### config.mk
export PLATFORM = sky130hd
export DESIGN_NAME = vga_timing_gen
export DESIGN_NICKNAME = d
export VERILOG_FILES = /design/src/rtl/vga_timing_gen.sv
export SDC_FILE = /design/constraint.sdc
export NUM_CORES = 1
export LEC_CHECK = 0
export BUFFER_PORTS_ARGS = -buffer_cell sky130_fd_sc_hd__buf_2
export CORE_ASPECT_RATIO = 0.5
export CORE_MARGIN = 10
export CORE_UTILIZATION = 28
export DETAILED_ROUTE_END_ITERATION = 10
export PLACE_DENSITY_LB_ADDON = 0.08
export SYNTH_ARGS = -nofsm -noshare
export SYNTH_HDL_FRONTEND = slang
export SYNTH_SLANG_ARGS = --single-unit
export TNS_END_PERCENT = 5
### constraint.sdc
create_clock -name vga_clk -period 2.6 [get_ports vga_clk]
set_input_delay 0 -clock vga_clk [delete_from_list [all_inputs] [get_ports vga_clk]]
set_output_delay 0 -clock vga_clk [all_outputs]
set_load 0.01 [all_outputs]
### src/rtl/vga_timing_gen.sv
`default_nettype none
// ============================================================================
// Module      : vga_timing_gen
// Description : Free-running raster counter with registered, zero-skew sync,
//               blank and pulse decode. Optional macro VGA_TIMING_SYNC_DELAY_EN
//               delays hs/vs by one pixel clock.
// Revision    : 1.0 - initial release
// ============================================================================
module vga_timing_gen #(
    parameter int H_VISIBLE = 640,
    parameter int H_FP      = 16,
    parameter int H_SYNC    = 96,
    parameter int H_BP      = 48,
    parameter int V_VISIBLE = 480,
    parameter int V_FP      = 10,
    parameter int V_SYNC    = 2,
    parameter int V_BP      = 33
) (
    input  logic       vga_clk,
    input  logic       reset,
    output logic [9:0] DrawX,
    output logic [9:0] DrawY,
    output logic       blank,
    output logic       hs,
    output logic       vs,
    output logic       frame_start,
    output logic       line_end
);

    localparam logic [9:0] c_H_LAST     = 10'(H_VISIBLE + H_FP + H_SYNC + H_BP - 1);
    localparam logic [9:0] c_V_LAST     = 10'(V_VISIBLE + V_FP + V_SYNC + V_BP - 1);
    localparam logic [9:0] c_H_VIS      = 10'(H_VISIBLE);
    localparam logic [9:0] c_V_VIS      = 10'(V_VISIBLE);
    localparam logic [9:0] c_H_SYNC_BEG = 10'(H_VISIBLE + H_FP);
    localparam logic [9:0] c_H_SYNC_END = 10'(H_VISIBLE + H_FP + H_SYNC);
    localparam logic [9:0] c_V_SYNC_BEG = 10'(V_VISIBLE + V_FP);
    localparam logic [9:0] c_V_SYNC_END = 10'(V_VISIBLE + V_FP + V_SYNC);

    logic [9:0] r_hc;
    logic [9:0] r_vc;
    logic [9:0] w_hc_nxt;
    logic [9:0] w_vc_nxt;
    logic       w_h_wrap;
    logic       r_blank;
    logic       r_hs;
    logic       r_vs;
    logic       r_frame_start;
    logic       r_line_end;

    always_comb begin
        w_h_wrap = (r_hc == c_H_LAST);
        w_hc_nxt = w_h_wrap ? 10'd0 : r_hc + 10'd1;
        w_vc_nxt = r_vc;
        if (w_h_wrap) begin
            w_vc_nxt = (r_vc == c_V_LAST) ? 10'd0 : r_vc + 10'd1;
        end
    end

    // Decode the next position so every flag lines up with the counter it describes.
    always_ff @(posedge vga_clk) begin
        if (reset) begin
            r_hc          <= c_H_LAST;
            r_vc          <= c_V_LAST;
            r_blank       <= 1'b0;
            r_hs          <= 1'b1;
            r_vs          <= 1'b1;
            r_frame_start <= 1'b0;
            r_line_end    <= 1'b0;
        end else begin
            r_hc          <= w_hc_nxt;
            r_vc          <= w_vc_nxt;
            r_blank       <= (w_hc_nxt < c_H_VIS) && (w_vc_nxt < c_V_VIS);
            r_hs          <= !((w_hc_nxt >= c_H_SYNC_BEG) && (w_hc_nxt < c_H_SYNC_END));
            r_vs          <= !((w_vc_nxt >= c_V_SYNC_BEG) && (w_vc_nxt < c_V_SYNC_END));
            r_frame_start <= (w_hc_nxt == 10'd0) && (w_vc_nxt == 10'd0);
            r_line_end    <= (w_hc_nxt == c_H_LAST);
        end
    end

    assign DrawX       = r_hc;
    assign DrawY       = r_vc;
    assign blank       = r_blank;
    assign frame_start = r_frame_start;
    assign line_end    = r_line_end;

`ifdef VGA_TIMING_SYNC_DELAY_EN
    // Extra stage matches the one-cycle lag of the renderers' registered RGB.
    logic r_hs_d;
    logic r_vs_d;

    always_ff @(posedge vga_clk) begin
        if (reset) begin
            r_hs_d <= 1'b1;
            r_vs_d <= 1'b1;
        end else begin
            r_hs_d <= r_hs;
            r_vs_d <= r_vs;
        end
    end

    assign hs = r_hs_d;
    assign vs = r_vs_d;
`else
    assign hs = r_hs;
    assign vs = r_vs;
`endif

endmodule
`default_nettype wire

==> impl_metrics.json <==
{
  "layout-drive-gt1-share_pct": 22.8,
  "status": "finished, final reports clean",
  "clock_skew_ns": 0.00400,
  "finalHoldViolations": 0,
  "track_usage_pct": 9.25,
  "num_vias": 1228,
  "leakage_nw": 0.643,
  "reg2reg_from": "DrawX[1]",
  "yosys.area.top_type": "dfxtp_1",
  "diodes": 0,
  "area_delta_synth_final_pct": 14.0,
  "dieArea_mm2": 0.00850,
  "synthAdderAreaFrac_pct": 3.52,
  "fin_tns_setup_ns": 0,
  "setup_viol": 0,
  "first_iter_violations": 78,
  "grt_pass1_wl_um": 6380,
  "core_region_area_mm2": 0.00491,
  "yosys.cell_types.count": 47,
  "grt_overflow": 0,
  "cts_tree": "yes",
  "slowest_stage": "dfxtp_1",
  "fin_cells": 254,
  "power_density_mw_per_mm2": 1080,
  "dp.cells": 250,
  "cts_resized": 0,
  "cp-start-kind": "flip-flop",
  "nNetsFinal": 191,
  "drc": 0,
  "hp-start": "reset",
  "fin_ws_ns": 0.286,
  "drt_first_pass_iters": 4,
  "antenna_found_initial": 0,
  "yosysSeqAreaShare_pct": 35.2,
  "rsz0062_at_grt": "no",
  "crit_chain": "ha_1, and4_4, nand3_2, nor3_1, xnor2_1, nand4_1, nor4b_2",
  "dp_slack_ns": 0.313,
  "wl_per_cell_um": 15.2,
  "irDropWorstVdd_mv": 0.385,
  "hold_ws_ns": 0.142,
  "port_buffers": 26,
  "hold_end": "DrawY[7]",
  "synth_area_leaders": "dfxtp_1, xnor2_1, nor2_1, ha_1, nand4_1",
  "synthArstFlopShare_pct": 0,
  "ys_ff_latch": 25,
  "clock-sinks": 25,
  "finalPower_mw": 1.74,
  "yosys_most_used_dff": "dfxtp_1",
  "synthesis.nets": 170,
  "cts.clk_slew.worst_paths_ns": 0.09,
  "crit_type": "flip-flop to flip-flop",
  "hold_class": "input port to flip-flop",
  "std_cell_rows": 18,
  "finalMaxSlewViolations": 0,
  "r2r_cells": 7,
  "fin_area_mm2": 0.00162,
  "period_minus_slack_ns": 2.31,
  "cts_root_buf": "clkbuf_8",
  "cts_buffers": 3,
  "netlist_area_mm2": 0.00142,
  "gp_routability_congestion": 0.759,
  "endpoint_kind": "flip-flop",
  "synthCells": 164,
  "cts_setup_buffers": 0,
  "synth-simple-area-share_pct": 32.9,
  "ys_warn_count": 0,
  "grt_pass1_vias": 1208,
  "synth_edf_count": 0,
  "dpl.hpwl_um": 2850,
  "final_common_cell": "buf_2",
  "required_ns": 2.79,
  "synth-compound-area-share_pct": 13.6,
  "postCtsHoldBufs": 0,
  "totalWireLength_um": 3870,
  "vias_per_cell": 4.83,
  "rrSetupSlack_ns": 0.29,
  "fmax_mhz": 432,
  "die_h_um": 70.4,
  "insertion_delay_ns": 0.27,
  "htree_num_levels": 1,
  "clk_path_buf_depth": 2,
  "maxSlewHeadroom_pct": 67.0,
  "post-route-period-util_pct": 89.0,
  "utilization_pct": 33.0,
  "muxShareOfSynthArea_pct": 0,
  "synth_top_area_share_pct": 35.2,
  "synth_top_family_by_area": "simple AND/OR/NAND/NOR gates",
  "whs_path_depth": 2,
  "final_antenna_net_count": 0,
  "die_w_um": 121,
  "layout_common_cells": "buf_2, dfxtp_1, nor2_1",
  "reg2reg_to": "frame_start",
  "placed_area_mm2": 0.00158,
  "arrival_ns": 2.50,
  "ios": 27,
  "grt_max_degree": 22,
  "maxCapViolCount": 0,
  "synth_area_per_cell_um2": 8.67,
  "start_util_pct": 29.0,
  "synth_xor_xnor_area_share_pct": 8.63,
  "max_stage_delay_ns": 0.42,
  "tightest_slew_ns": 0.482,
  "worstPathMaxFanout": 13
}
-- cell usage after synthesis (5+ instances only) --
library cell / instances
xor2_1: 5
dfxtp_1: 25
nand4_1: 8
nand2_1: 8
nor3_1: 9
nand3_1: 8
xnor2_1: 9
nor2_1: 16
a21oi_1: 6
nand2b_1: 6
inv_1: 6
-- kinds of logic after synthesis --
| group | Yosys count |
|---|---|
| and+or+nand+nor | 78 |
| adders and majority gates | 4 |
| DFF | 25 |
| xor gates and xnor gates | 14 |
| AOI/OAI and AO/OA | 27 |
| buffers and inverters | 16 |
-- cell type report --
class	instances	area (um^2)
clock buffer	4	45.0
tap	70	87.6
fill	559	3290
timing repair buffer	26	130
sequential	25	500
inverter	6	22.5
multi-input combinational	123	835
-- worst max path at each step --
| stage | startpoint | end | slack, ns | cells past startpoint |
|---|---|---|---|---|
| global route | DrawX[1] | frame_start | 0.07 | 7 |
| finish | DrawX[1] | frame_start | 0.29 | 7 |
| global placement | DrawX[1] | hs | 0.28 | 7 |
| floorplan | DrawX[1] | frame_start | 0.59 | 8 |
| detailed placement | DrawX[0] | frame_start | 0.31 | 7 |
| CTS | DrawX[1] | frame_start | 0.28 | 7 |
-- layer usage --
| layer | GRT usage [%] | vias to the layer above | wire length, um |
|---|---|---|---|
| met5 | 0 | - | 0 |
| met4 | 1.20 | 0 | 9 |
| met3 | 3.85 | 2 | 204 |
| met2 | 13.5 | 26 | 1640 |
| met1 | 12.5 | 571 | 2020 |
| li1 | - | 629 | - |
-- state kept, by name (all words and copies together), names as in the netlist --
name / flops
hs: 1
blank: 1
frame_start: 1
line_end: 1
vs: 1
DrawX: 10
DrawY: 10
-- where the power goes --
| group | total, mW | leakage (nW) | internal (mW) | switching, mW |
|---|---|---|---|---|
| logic | 0.891 | 0.416 | 0.390 | 0.500 |
| registers | 0.618 | 0.204 | 0.462 | 0.156 |
| clock network | 0.235 | 0.0228 | 0.110 | 0.125 |
| total | 1.74 | 0.643 | 0.962 | 0.782 |
-- worst max-delay path, delay by kind of cell, from the launching register on --
family | cells | cell delay, ns
xor gates and xnor gates | 1 | 0.21
and+or+nand+nor | 5 | 1.32
DFF | 1 | 0.42
adders and majority gates | 1 | 0.29
Note: power is estimated with default switching activity, not from simulation.
